$ cat config.mk
export PLATFORM = sky130hd
export DESIGN_NAME = reg_bus_initiator
export DESIGN_NICKNAME = d
export VERILOG_FILES = /design/src/rtl/reg_bus_pkg.sv /design/src/rtl/reg_bus_initiator.sv
export SDC_FILE = /design/constraint.sdc
export NUM_CORES = 1
export LEC_CHECK = 0
export CORE_MARGIN = 2
export CORE_UTILIZATION = 29
export CTS_CLUSTER_DIAMETER = 60
export CTS_CLUSTER_SIZE = 12
export DETAILED_ROUTE_END_ITERATION = 12
export PLACE_DENSITY = 0.52
export SETUP_SLACK_MARGIN = 0.5
export SLEW_MARGIN = 30
export SYNTH_ARGS = -nofsm -noshare
export SYNTH_HDL_FRONTEND = slang
export SYNTH_SLANG_ARGS = --single-unit
$ cat constraint.sdc
create_clock -name clk -period 3.2 [get_ports clk]
set_clock_uncertainty 0.15 [all_clocks]
set_input_delay 0.96 -clock clk [delete_from_list [all_inputs] [get_ports clk]]
set_output_delay 0.96 -clock clk [all_outputs]
set_load 0.03 [all_outputs]
$ cat src/rtl/reg_bus_pkg.sv
// Shared types and constants for the 4-register byte bus initiator.
package reg_bus_pkg;

  typedef enum logic [1:0] {
    OP_PUSH = 2'd0,
    OP_POP  = 2'd1,
    OP_STAT = 2'd2,
    OP_CLR  = 2'd3
  } op_e;

  typedef enum logic [2:0] {
    S_IDLE,
    S_CHK,
    S_XFER,
    S_CAPT,
    S_RSP
  } state_e;

  localparam logic [1:0] ADDR_FIFO = 2'd0;
  localparam logic [1:0] ADDR_STAT = 2'd1;
  localparam logic [1:0] ADDR_MEM  = 2'd2;

  localparam int ST_EMPTY = 0;
  localparam int ST_FULL  = 1;
  localparam int ST_OVF   = 2;
  localparam int ST_UNF   = 3;
  localparam int ST_CLR   = 4;

  localparam logic [7:0] CLR_WDATA = 8'h10;

  typedef struct packed {
    logic       en;
    logic [1:0] addr;
    logic       rd;
    logic       wr;
    logic [7:0] wdata;
  } bus_t;

  // Data-cycle bus image for an op; wdata is kept from cur for reads.
  function automatic bus_t xfer_bus(input op_e op, input logic [7:0] data, input bus_t cur);
    bus_t b;
    b    = cur;
    b.en = 1'b1;
    b.rd = 1'b0;
    b.wr = 1'b0;
    unique case (op)
      OP_PUSH: begin b.addr = ADDR_FIFO; b.wr = 1'b1; b.wdata = data; end
      OP_POP:  begin b.addr = ADDR_FIFO; b.rd = 1'b1; end
      OP_STAT: begin b.addr = ADDR_STAT; b.rd = 1'b1; end
      OP_CLR:  begin b.addr = ADDR_STAT; b.wr = 1'b1; b.wdata = CLR_WDATA; end
      default: ;
    endcase
    return b;
  endfunction

endpackage

$ cat src/rtl/reg_bus_initiator.sv
// Single-beat client requests to sequenced register-bus cycles, with optional
// full/empty pre-check so the target FIFO never overflows or underflows.
module reg_bus_initiator
  import reg_bus_pkg::*;
#(
  parameter bit CHECK_FLAGS = 1'b1,
  parameter int CNT_W       = 16
) (
  input  logic             clk,
  input  logic             rst,
  input  logic             req_valid,
  output logic             req_ready,
  input  logic [1:0]       req_op,
  input  logic [7:0]       req_wdata,
  output logic             rsp_valid,
  input  logic             rsp_ready,
  output logic [7:0]       rsp_data,
  output logic             rsp_err,
  output logic             enable,
  output logic [1:0]       addr,
  output logic             write,
  output logic             read,
  output logic [7:0]       wdata,
  input  logic [7:0]       rdata,
  input  logic             resp,
  output logic             proto_err,
  output logic [CNT_W-1:0] ops_done,
  output logic [CNT_W-1:0] ops_refused
);

  state_e     state, state_n;
  op_e        op_q, op_n, req_op_e;
  logic [7:0] byte_q, byte_n;
  bus_t       bus_q, bus_n;
  logic [7:0] data_n;
  logic       err_n;
  logic       refuse;

  assign req_op_e  = op_e'(req_op);
  assign req_ready = (state == S_IDLE);
  assign rsp_valid = (state == S_RSP);
  assign enable    = bus_q.en;
  assign addr      = bus_q.addr;
  assign read      = bus_q.rd;
  assign write     = bus_q.wr;
  assign wdata     = bus_q.wdata;

  always_comb begin
    state_n  = state;
    op_n     = op_q;
    byte_n   = byte_q;
    bus_n    = bus_q;
    bus_n.en = 1'b0;
    bus_n.rd = 1'b0;
    bus_n.wr = 1'b0;
    data_n   = rsp_data;
    err_n    = rsp_err;
    refuse   = (op_q == OP_PUSH && rdata[ST_FULL]) || (op_q == OP_POP && rdata[ST_EMPTY]);
    unique case (state)
      S_IDLE: if (req_valid) begin
        op_n   = req_op_e;
        byte_n = req_wdata;
        data_n = '0;
        err_n  = 1'b0;
        if (CHECK_FLAGS && (req_op_e == OP_PUSH || req_op_e == OP_POP)) begin
          state_n    = S_CHK;
          bus_n.en   = 1'b1;
          bus_n.addr = ADDR_STAT;
          bus_n.rd   = 1'b1;
        end else begin
          state_n = S_XFER;
          bus_n   = xfer_bus(req_op_e, req_wdata, bus_q);
        end
      end
      S_CHK: if (refuse) begin
        err_n   = 1'b1;
        data_n  = '0;
        state_n = S_RSP;
      end else begin
        state_n = S_XFER;
        bus_n   = xfer_bus(op_q, byte_q, bus_q);
      end
      S_XFER: begin
        unique case (op_q)
          OP_POP:  state_n = S_CAPT;
          OP_STAT: begin data_n = rdata; state_n = S_RSP; end
          default: state_n = S_RSP;
        endcase
      end
      // FIFO output register was loaded by the read edge; take it now.
      S_CAPT: begin
        data_n  = rdata;
        state_n = S_RSP;
      end
      S_RSP: if (rsp_ready) state_n = S_IDLE;
      default: state_n = S_IDLE;
    endcase
  end

  always_ff @(posedge clk) begin
    if (rst) begin
      state       <= S_IDLE;
      op_q        <= OP_PUSH;
      byte_q      <= '0;
      bus_q       <= '0;
      rsp_data    <= '0;
      rsp_err     <= 1'b0;
      proto_err   <= 1'b0;
      ops_done    <= '0;
      ops_refused <= '0;
    end else begin
      state    <= state_n;
      op_q     <= op_n;
      byte_q   <= byte_n;
      bus_q    <= bus_n;
      rsp_data <= data_n;
      rsp_err  <= err_n;
      if (resp) proto_err <= 1'b1;
      if (state == S_RSP && rsp_ready) begin
        if (rsp_err) begin
          if (ops_refused != '1) ops_refused <= ops_refused + CNT_W'(1);
        end else begin
          if (ops_done != '1) ops_done <= ops_done + CNT_W'(1);
        end
      end
    end
  end

endmodule

==> impl_results.md <==
* Drt wl/cell at ~13 um
* P_int at 1.38 mW
* Antenna violations before repair at 0
* P_leak at between 1.5 and 2 nW
* Synth-to-Final Area Change at 39.2%
* I/O Pins at 80
* Syn avg cell area at 8.47 sq um
* Synth area leader: dfxtp_1
* Pwr dens at 443 nW/um^2
* Crit path buffers/inverters at 1
* Post-DRT Antenna Nets at 0
* Detailed Route WL at between 7000 and 8000 um
* Post-synthesis register bit count at 67
* Detailed Routing Iterations Pass 1 at 6
* IO Port Bufs at 78
* Fin. Hold Viols at 0
* Count of cell types in the netlist at 52
* Clk sink count at 67
* Remaining Overflow, GRT at 0
* Max Clk Rate at 382 MHz
* WP data arrival at 1510 ps
* Fin crit period at 2620 ps
* Post-synth top area share at 0.440
* Switching Share at 0.269
* Inserted Diodes at 0
* Post-DP Area at 4030 sq um
* Initial core utilization at 0.297
* Slew HR at 0.551
* Worst-path cell chain: clkdlybuf4s50_1
* Core area at 10300 sq um
* Seq pwr share at 0.468
* Worst-Margin Slew at 674 ps
* Peak VDD IR at 0.000212 V
* Status: complete, no violations
* Clock-pin slew on the worst setup and hold paths at 80 ps
* Power Total at 1.88 mW
* Gate power share at 0.137
* Critical Path Sink Type: output port
* Crit start category: register
* Post-synth top cells: dfxtp_1 (67), nand2_1 (42), nor2_1 (40)
* Warnings from Yosys at 0
* Post-route DRC at 0
* Root buf cell: clkbuf_8
* Clk buf depth at 2
* HPWL after detailed placement at approximately 5500 um
* Critical Path RT at approximately 2100 ps
* Worst hold path type: register to register
* Via density at around 4.8
* Crit Path Class: register to output port
* Prevailing post-synth register cell: dfxtp_1
* Via count of the routed design at 2824
* Slowest stage delay, CP at 720 ps
* Min Hold Slack at a little over 300 ps
* Post-synthesis sequential area ratio at 0.440
* CTS tree: built
* # hold bufs at CTS at 0
* Share of cells above drive strength 1 at 0.0951
* RSZ-0062 raised after global routing: false
* Syn Nets at 389
* GP Congestion at 0.776
* TNS Setup at 0 ps
* NumNets Final at about 480
* Slowest-stage cell, CP: clkdlybuf4s50_1
* Row count at 37
* Slew Limit Fails at 0
* Die height at 107 um
* H-Tree Depth at 3
* First-pass GRT wire length at 12700 um
* Cells after Synth at 360
* Largest net degree at the start of global routing at 32
* Clock power share at 0.396
* Post-synth EDFFs at 0
* Max FO, Critical Path at 7
* Number of max-cap violations at 0
* CTS Buf Count at 9
* P_sw at ~500 uW
* Ratio of final minimum period to clock period at 0.818
* DRT iter0 DRCs at 67
* Ranking of synthesized cells by area: dfxtp_1 (44%), a21oi_1 (5.6%), nand3_1 (5.3%)
* GRT Total Usage at 0.139
* Cell with the most instances after synthesis: dfxtp_1
* Async SR Flop Fraction at 0
* Final Cell Area at 4250 sq um
* Die width at 107 um
* CP top delay family: buffers and inverters
* Post-Syn Area at 3050 sq um
* Vias in the first global route at 2635
* Final setup viols at 0
* Die area at about 11000 sq um
* Clk_lat worst skew at around 340 ps
[placed cells by master, fill, tap and decap left out, types with 2 or more instances in the layout]
cell             Yosys  routed
buf_4                1      16
and4_1               3       3
a211oi_1             4       4
or3_1                2       2
nand4_1              8       8
clkbuf_8             0      11
nand2b_1            10      10
xnor2_1              4       4
nor3_1               9       9
ha_1                 6       6
nor4_1               3       3
o21ai_0              4       4
o21a_1               2       2
inv_1                6       6
dfxtp_1             67      67
mux2_2               2       2
nor2b_1              5       5
xor2_1              16      16
and3_1               7       7
a21oi_1             34      34
nor2_1              40      40
mux2i_1              2       2
o211a_1              2       2
a31oi_1              2       2
a311oi_1             2       2
nand3_1             32      32
and2_1               3       3
clkinvlp_4           0       3
a41oi_1              2       2
nor3b_1              3       3
clkdlybuf4s50_1      0      74
nand2_1             42      42
[state kept, by name, summed over array words and instances (netlist names)]
| register | count |
|---|---|
| write | 1 |
| op_q | 2 |
| rsp_data | 8 |
| addr | 1 |
| proto_err | 1 |
| ops_done | 16 |
| state | 3 |
| read | 1 |
| ops_refused | 16 |
| wdata | 8 |
| rsp_err | 1 |
| byte_q | 8 |
| enable | 1 |
[per-stage QoR]
step	std cells	setup WS [ps]	utilization
2_1_floorplan	360	644	-
3_3_place_gp	571	189	0.392
3_5_place_dp	571	135	0.392
4_1_cts	588	504	0.413
5_1_grt	588	503	0.413
6_report	588	582	0.413
[kinds of logic (layout without fill, tap and decap cells)]
logic type      after synthesis  in the layout  share of synthesized area
compound gates               60             60                      0.121
xor+xnor                     20             20                     0.0574
fa+ha+maj                     6              6                     0.0246
buf+inv                      24            116                     0.0336
flops                        67             67                      0.440
mux                           5              5                     0.0189
other cells                   1              1                    0.00123
simple gates                177            177                      0.304
[metal layers]
metal | vias to the layer above | part of all wire | global-route usage
met5 | - | 0 | 0
met4 | 0 | 0.0060 | 0.0306
met3 | 5 | 0.061 | 0.0484
met2 | 72 | 0.45 | 0.212
met1 | 1310 | 0.48 | 0.190
li1 | 1437 | - | -
[timing repair]
item | CTS | global route
cloned | 0 | 0
endpoints found under the hold margin | 0 | 0
buffers inserted | 1 | 0
setup endpoints to repair | 3 | 3
gates resized for setup | 2 | 3
[power groups by stage]
| stage | clock network (mW) | registers, mW | logic (mW) |
|---|---|---|---|
| 2_1_floorplan | 0 | 0.915 | 0.133 |
| 3_3_place_gp | 0 | 0.898 | 0.260 |
| 3_5_place_dp | 0 | 0.899 | 0.262 |
| 4_1_cts | 0.774 | 0.880 | 0.261 |
| 5_1_grt | 0.814 | 0.883 | 0.283 |
| 6_report | 0.744 | 0.879 | 0.257 |
[final timing paths]
| check | endpoint | from | slack, ps | cells past startpoint |
|---|---|---|---|---|
| worst max-delay path | ops_done[8] | ops_done[8]$_SDFFE_PP0P_ | 580 | 1 |
| worst min-delay path | wdata[5]$_SDFFE_PP0P_ | wdata[5]$_SDFFE_PP0P_ | 300 | 2 |
| worst max register to register | ops_refused[7]$_SDFFE_PP0P_ | ops_refused[0]$_SDFFE_PP0P_ | 990 | 6 |
| worst min register to register | wdata[5]$_SDFFE_PP0P_ | wdata[5]$_SDFFE_PP0P_ | 300 | 2 |
[area by class of cell]
class,count,area (sq um)
clock inverters,5,61.3
inverters,6,22.5
multi-input cells,269,1610
flip-flops and latches,67,1340
well taps,136,170
clock buffers,11,151
fillers,1076,6030
repair buffers,94,892
(Power assumes the default switching activity.)
